<file path="src/rtl/mem_wb_stage.sv">
// Memory-access pipeline stage: issues load/store over a req/ack data-memory port,
// stalls upstream while the access is outstanding and registers the MEM/WB bundle.
module mem_wb_stage #(
  parameter int ADDR_W  = 12,
  parameter int TIMEOUT = 15
) (
  input  logic              clock,
  input  logic              reset,
  input  logic              nop_in,
  input  logic [31:0]       alu_result,
  input  logic [31:0]       store_data,
  input  logic [4:0]        rd_in,
  input  logic              we_in,
  input  logic              is_lw,
  input  logic              is_sw,
  output logic              stall,
  output logic              dmem_req,
  output logic              dmem_we,
  output logic [ADDR_W-1:0] dmem_addr,
  output logic [31:0]       dmem_wdata,
  input  logic [31:0]       dmem_rdata,
  input  logic              dmem_ack,
  output logic              bus_err,
  output logic              nop,
  output logic [31:0]       value,
  output logic [4:0]        rd,
  output logic              we
);

  localparam int CNT_W = $clog2(TIMEOUT + 1);
  localparam logic [CNT_W-1:0] TO_CNT = CNT_W'(TIMEOUT);

  typedef enum logic {
    S_IDLE,
    S_WAIT
  } state_t;

  state_t           r_state;
  state_t           w_nextState;
  logic [CNT_W-1:0] r_cnt;
  logic             w_memop;
  logic             w_req;
  logic             w_abort;
  logic             w_stall;
  logic             r_nop;
  logic [31:0]      r_value;
  logic [4:0]       r_rd;
  logic             r_we;

  assign w_memop = ~nop_in & (is_lw | is_sw);

  always_ff @(posedge clock) begin
    if (reset) begin
      r_state <= S_IDLE;
    end else begin
      r_state <= w_nextState;
    end
  end

  always_comb begin
    w_nextState = r_state;
    case (r_state)
      S_IDLE: if (w_memop && !dmem_ack) w_nextState = S_WAIT;
      S_WAIT: if (w_abort || dmem_ack) w_nextState = S_IDLE;
      default: w_nextState = S_IDLE;
    endcase
  end

  // An ack that coincides with the abort cycle is ignored because the request is already down.
  always_comb begin
    w_req   = 1'b0;
    w_abort = 1'b0;
    case (r_state)
      S_IDLE: w_req = w_memop;
      S_WAIT: begin
        w_req   = (r_cnt < TO_CNT);
        w_abort = (r_cnt == TO_CNT);
      end
      default: begin
        w_req   = 1'b0;
        w_abort = 1'b0;
      end
    endcase
    w_stall = w_req & ~dmem_ack;
  end

  // The first request cycle happens in IDLE, so entering WAIT already counts one unanswered cycle;
  // this keeps dmem_req high for exactly TIMEOUT cycles before the abort.
  always_ff @(posedge clock) begin
    if (reset) begin
      r_cnt <= '0;
    end else if (r_state == S_IDLE) begin
      r_cnt <= (w_memop && !dmem_ack) ? CNT_W'(1) : '0;
    end else if (w_abort || dmem_ack) begin
      r_cnt <= '0;
    end else begin
      r_cnt <= r_cnt + CNT_W'(1);
    end
  end

  always_ff @(posedge clock) begin
    if (reset) begin
      r_nop   <= 1'b1;
      r_we    <= 1'b0;
      r_value <= '0;
      r_rd    <= '0;
    end else if (w_stall || w_abort) begin
      r_nop <= 1'b1;
      r_we  <= 1'b0;
    end else begin
      r_nop   <= nop_in;
      r_rd    <= rd_in;
      r_value <= (is_lw && !is_sw && !nop_in) ? dmem_rdata : alu_result;
      r_we    <= we_in & ~nop_in & ~is_sw & (rd_in != 5'd0);
    end
  end

  assign dmem_req   = w_req;
  assign dmem_we    = is_sw;
  assign dmem_addr  = alu_result[ADDR_W-1:0];
  assign dmem_wdata = store_data;
  assign stall      = w_stall;
  assign bus_err    = w_abort;
  assign nop        = r_nop;
  assign value      = r_value;
  assign rd         = r_rd;
  assign we         = r_we;

endmodule

</file>
<file path="config.mk">
export PLATFORM = sky130hd
export DESIGN_NAME = mem_wb_stage
export DESIGN_NICKNAME = d
export VERILOG_FILES = /design/src/rtl/mem_wb_stage.sv
export SDC_FILE = /design/constraint.sdc
export NUM_CORES = 1
export LEC_CHECK = 0
export ABC_AREA = 1
export BUFFER_PORTS_ARGS = -buffer_cell sky130_fd_sc_hd__buf_2
export CAP_MARGIN = 5
export CORE_MARGIN = 4
export CORE_UTILIZATION = 41
export DETAILED_ROUTE_END_ITERATION = 10
export PLACE_DENSITY = 0.86
export SYNTH_ARGS = -nofsm -noshare
export SYNTH_HDL_FRONTEND = slang
export SYNTH_SLANG_ARGS = --single-unit
</file>
<file path="constraint.sdc">
create_clock -name clock -period 1.5 [get_ports clock]
set_input_delay 0.075 -clock clock [delete_from_list [all_inputs] [get_ports clock]]
set_output_delay 0.075 -clock clock [all_outputs]
set_load 0.01 [all_outputs]
</file>
Word level (Yosys, flattened, before mapping)

Index checks and enable logic that the tools add are counted.

Input port bits: 108
Bits in registers: 44
Output and inout bits: 87
Word-level logic and storage cells: 38

Bitwise operators: 10
Equality and inequality tests: 1
Order comparisons: 1
Multiplexer cells: 9
Reductions and logical operators: 10
$add $sub $neg: 1

Operators by type and width:

| kind                                                          | count |
|---|---|
| 32-bit 2-to-1 mux                                             | 1 |
| 4-bit 2-to-1 mux                                              | 2 |
| 1-bit bitwise AND                                             | 5 |
| 5-bit nonzero test                                            | 1 |
| 4-bit by 1-bit adder with 4-bit output, second input constant | 1 |
| 4-bit equality test, second input constant                    | 1 |
| 4-bit less-than comparator, second input constant             | 1 |
| 1-bit 2-to-1 mux                                              | 4 |
| 1-bit inverter                                                | 4 |
| 1-bit case mux with 2 select lines                            | 2 |
| 1-bit logical AND                                             | 3 |
| 1-bit zero test                                               | 3 |
| 1-bit logical OR                                              | 2 |
| 2-bit OR reduction                                            | 1 |
| 1-bit OR                                                      | 1 |

Longest topological paths before layout

Depth after elaboration: 6
Gate-level depth with buffers: 9
Mapped depth without buffers: 7

Worst setup path after synthesis

Ideal clock, no wire load.

Kind: register to register
Start point: reg r_cnt[0]
End point: reg r_value[0], in the netlist value[0]
Data arrival time: 1242 ps
Stages on the path, launching flop included: 8
Path buffers: 1
Slack: 145 ps
Cells stage by stage: dfxtp_1 > ha_1 > nand3_1 > nand3_2 > nand3_4 > buf_4 > nor2_1 > nor2_1

Longest elaborated chain between the ends: 4
Elaborated cells on any way between the ends: 6
Those cells by class: order compare (1); eq/ne (1); mux (2); bitwise (1); reduce/logical (1)

Ends and longest elaborated chain:

| what                               | line | text |
|---|---|---|
| from (decl)                        | 40   | `logic [CNT_W-1:0] r_cnt;` |
| from (signal assigned)             | 93   | `r_cnt <= (w_memop && !dmem_ack) ? CNT_W'(1) : '0;` |
| from (signal assigned)             | 97   | `r_cnt <= r_cnt + CNT_W'(1);` |
| 4-bit less-than comparator         | 76   | `w_req = (r_cnt < TO_CNT);` |
| 1-bit case mux with 2 select lines | 73   | `case (r_state)` |
| 1-bit bitwise AND                  | 84   | `w_stall = w_req & ~dmem_ack;` |
| 1-bit logical OR (*)               | 107  | `end else if (w_stall \|\| w_abort) begin` |
| to (signal assigned)               | 113  | `r_value <= (is_lw && !is_sw && !nop_in) ? dmem_rdata : alu_result;` |
| to (decl)                          | 46   | `logic [31:0] r_value;` |

Mark *: on every way between the ends. The rest lies on a longest branch, timed or not.
A chain may end at the register's enable or synchronous reset.

Worst setup path in the final report

Start point: reg r_cnt[0]
End point: out stall

Longest elaborated chain between the ends: 3

Ends and longest elaborated chain:

| what                               | line | text |
|---|---|---|
| 4-bit less-than comparator         | 76   |  |
| 1-bit case mux with 2 select lines | 73   |  |
| 1-bit bitwise AND                  | 84   |  |
| to (decl)                          | 16   | `output logic stall,` |

No other way between the ends.

==> results.json <==
{
  "run_status": "finished clean",
  "viasPerCell": 4.56,
  "setup_ws_ns": 0.0841,
  "grt_max_degree": 33,
  "hold_class": "primary input to flip-flop",
  "synthAdderAreaFrac_pct": 0.467,
  "endpoint_kind": "output port",
  "yosysSeqAreaShare_pct": 32.9,
  "cts_buffer_depth": 2,
  "crit_required_ns": 1.42,
  "antenna_found_initial": 0,
  "portBuffers": 130,
  "drcViolationCount": 0,
  "synthTopCellsByArea": "dfxtp_1 33%, nand2_1 20%, buf_4 14%",
  "period_minus_slack_ns": 1.42,
  "synth_xor_xnor_area_share_pct": 0.327,
  "insertion_delay_ns": 0.28,
  "final_nets": 622,
  "ys_warn_count": 0,
  "cts-buffers-inserted": 5,
  "crit_fanout": 6,
  "relSlewSlack_pct": 77.6,
  "overflow": 0,
  "placementRows": 29,
  "cts_root_buf": "clkbuf_8",
  "synthesis.area_mm2": 0.00268,
  "chipWidth_um": 88.8,
  "hold_viol": 0,
  "grt_util_all_layers_pct": 16.3,
  "routedWlPerCell_um": 11.3,
  "arrival_ns": 1.34,
  "cts_tree": "yes",
  "syn_avg_cell_area_um2": 6.26,
  "final_util_pct": 50.6,
  "synth_compound_area_share_pct": 1.17,
  "ant_nets": 0,
  "diodes": 0,
  "setup_viol": 0,
  "power_leakage_uw": 0.00186,
  "fin_hold_ws_ns": 0.0501,
  "fp.dieH_um": 88.8,
  "wirelength_mm": 6.64,
  "drv_cap": 0,
  "critPathLaunchType": "flip-flop",
  "worstSetupPathType": "flip-flop to output port",
  "drive_gt1_share_pct": 32.0,
  "grt_pass1_vias": 2411,
  "die_area_mm2": 0.00789,
  "vias": 2691,
  "synth_nets": 537,
  "cts_sinks": 44,
  "ir_drop_mv": 0.453,
  "fmax_mhz": 706,
  "synth.distinct_cells": 23,
  "synth_top_family_by_area": "simple AND/OR/NAND/NOR gates",
  "drtIter0Drc": 97,
  "fin_skew_ns": 0.00176,
  "ys_seq_elements": 44,
  "place.gp.congestion": 0.752,
  "postSynthCellCount": 428,
  "finalCritPeriodShare_pct": 94.4,
  "dpl.hpwl_mm": 5.22,
  "cts_hold_buf": 0,
  "powerDensity_mw_per_mm2": 834,
  "initial_core_util_pct": 42.2,
  "grt_pass1_wl_mm": 10.2,
  "slew_viol_final": 0,
  "dr.pass1.iters": 4,
  "synth_simple_gate_area_share_pct": 41.7,
  "muxShareOfSynthArea_pct": 0,
  "clk_pin_slew_ns": 0.07,
  "synth_top_area_share_pct": 32.9,
  "cts-htree-levels": 2,
  "tightest_slew_ns": 0.336,
  "design_power_total_uw": 2680,
  "coreArea_mm2": 0.00635,
  "dp_slack_ns": 0.0915,
  "ios": 195,
  "syn2layout_area_growth_pct": 19.9,
  "yosysTopAreaCell": "dfxtp_1",
  "fin_tns_setup_ns": 0
}
-- per-stage QoR --
step / std cells / area (um^2)
after floorplan: 428 / 2680
after global placement: 582 / 3080
after detailed placement: 582 / 3080
after CTS: 589 / 3170
after global routing: 590 / 3210
final: 590 / 3210
-- layout make-up --
cell class	count	area (um^2)
clock buffer	6	72.6
fill	659	3140
multi-input combinational	274	1190
tap	77	96.3
clock inverter	1	5.00
sequential	44	883
inverter	45	169
timing repair buffer	143	790
-- sequential cells by signal, indices dropped and copies added, names as in the netlist --
signal   flops
value       32
rd           5
r_cnt        4
nop          1
r_state      1
we           1
-- placed cells by master (no fill, tap or decap), drive strengths merged, types with 2 or more instances in the layout --
master,count
a21oi,3
buf,143
clkbuf,6
dfxtp,44
inv,45
nand2,141
nand3,37
nand4,9
nor2,78
or2,2
-- Yosys cell counts --
master,number
clkbuf_1,7
o211ai_1,1
buf_4,49
nor2_1,77
buf_6,3
dfxtp_1,44
buf_2,6
nand4_2,1
inv_2,5
ha_1,1
nand3_1,35
nor2_2,1
nand3_2,1
nand2_1,141
xnor2_1,1
nand3_4,1
inv_1,40
nand4_1,7
o21ai_1,1
a21oi_2,1
or2_1,2
a21oi_1,2
nand4_4,1
-- worst max-delay path, stage by stage (launching register included) --
cell and delay, ns:
dfxtp_2 0.37, ha_4 0.16, nand3_2 0.11, nand3_4 0.11
buf_6 0.12, nand2_1 0.05, buf_2 0.14
-- per-layer routing --
| metal | global-route usage [%] | wire length (um) |
|---|---|---|
| met1 | 17.7 | 2560 |
| met2 | 31.3 | 3490 |
| met3 | 3.54 | 476 |
| met4 | 4.81 | 113 |
| met5 | 0 | 0 |
-- logic make-up after synthesis --
kind of cell,Yosys count
buffers and inverters,110
AND/OR/NAND/NOR,267
flip-flops,44
XOR/XNOR,1
adder cells (fa/ha/maj),1
AO/OA/AOI/OAI,5
-- final timing paths --
check | from | end | slack, ns | depth (start not counted)
min | nop_in | nop | 0.05 | 3
min reg2reg | r_cnt[0] | r_cnt[0] | 0.48 | 1
max | r_cnt[0] | stall | 0.08 | 6
max reg2reg | r_cnt[0] | value[22] | 0.09 | 9
-- power by group --
part           internal (uW)  leakage [uW]  switching (uW)  total (uW)
sequential              1260      0.000366            50.1        1310
clock                    317     0.0000410             364         680
combinational            299       0.00145             386         684
-- repair_timing --
| action | in CTS | in global routing |
|---|---|---|
| buffers inserted | 0 | 1 |
| endpoints found under the setup margin | 1 | 1 |
| gates resized for setup | 2 | 5 |
| pin swaps | 0 | 0 |
| endpoints found under the hold margin | 0 | 0 |
(Power assumes the default switching activity.)
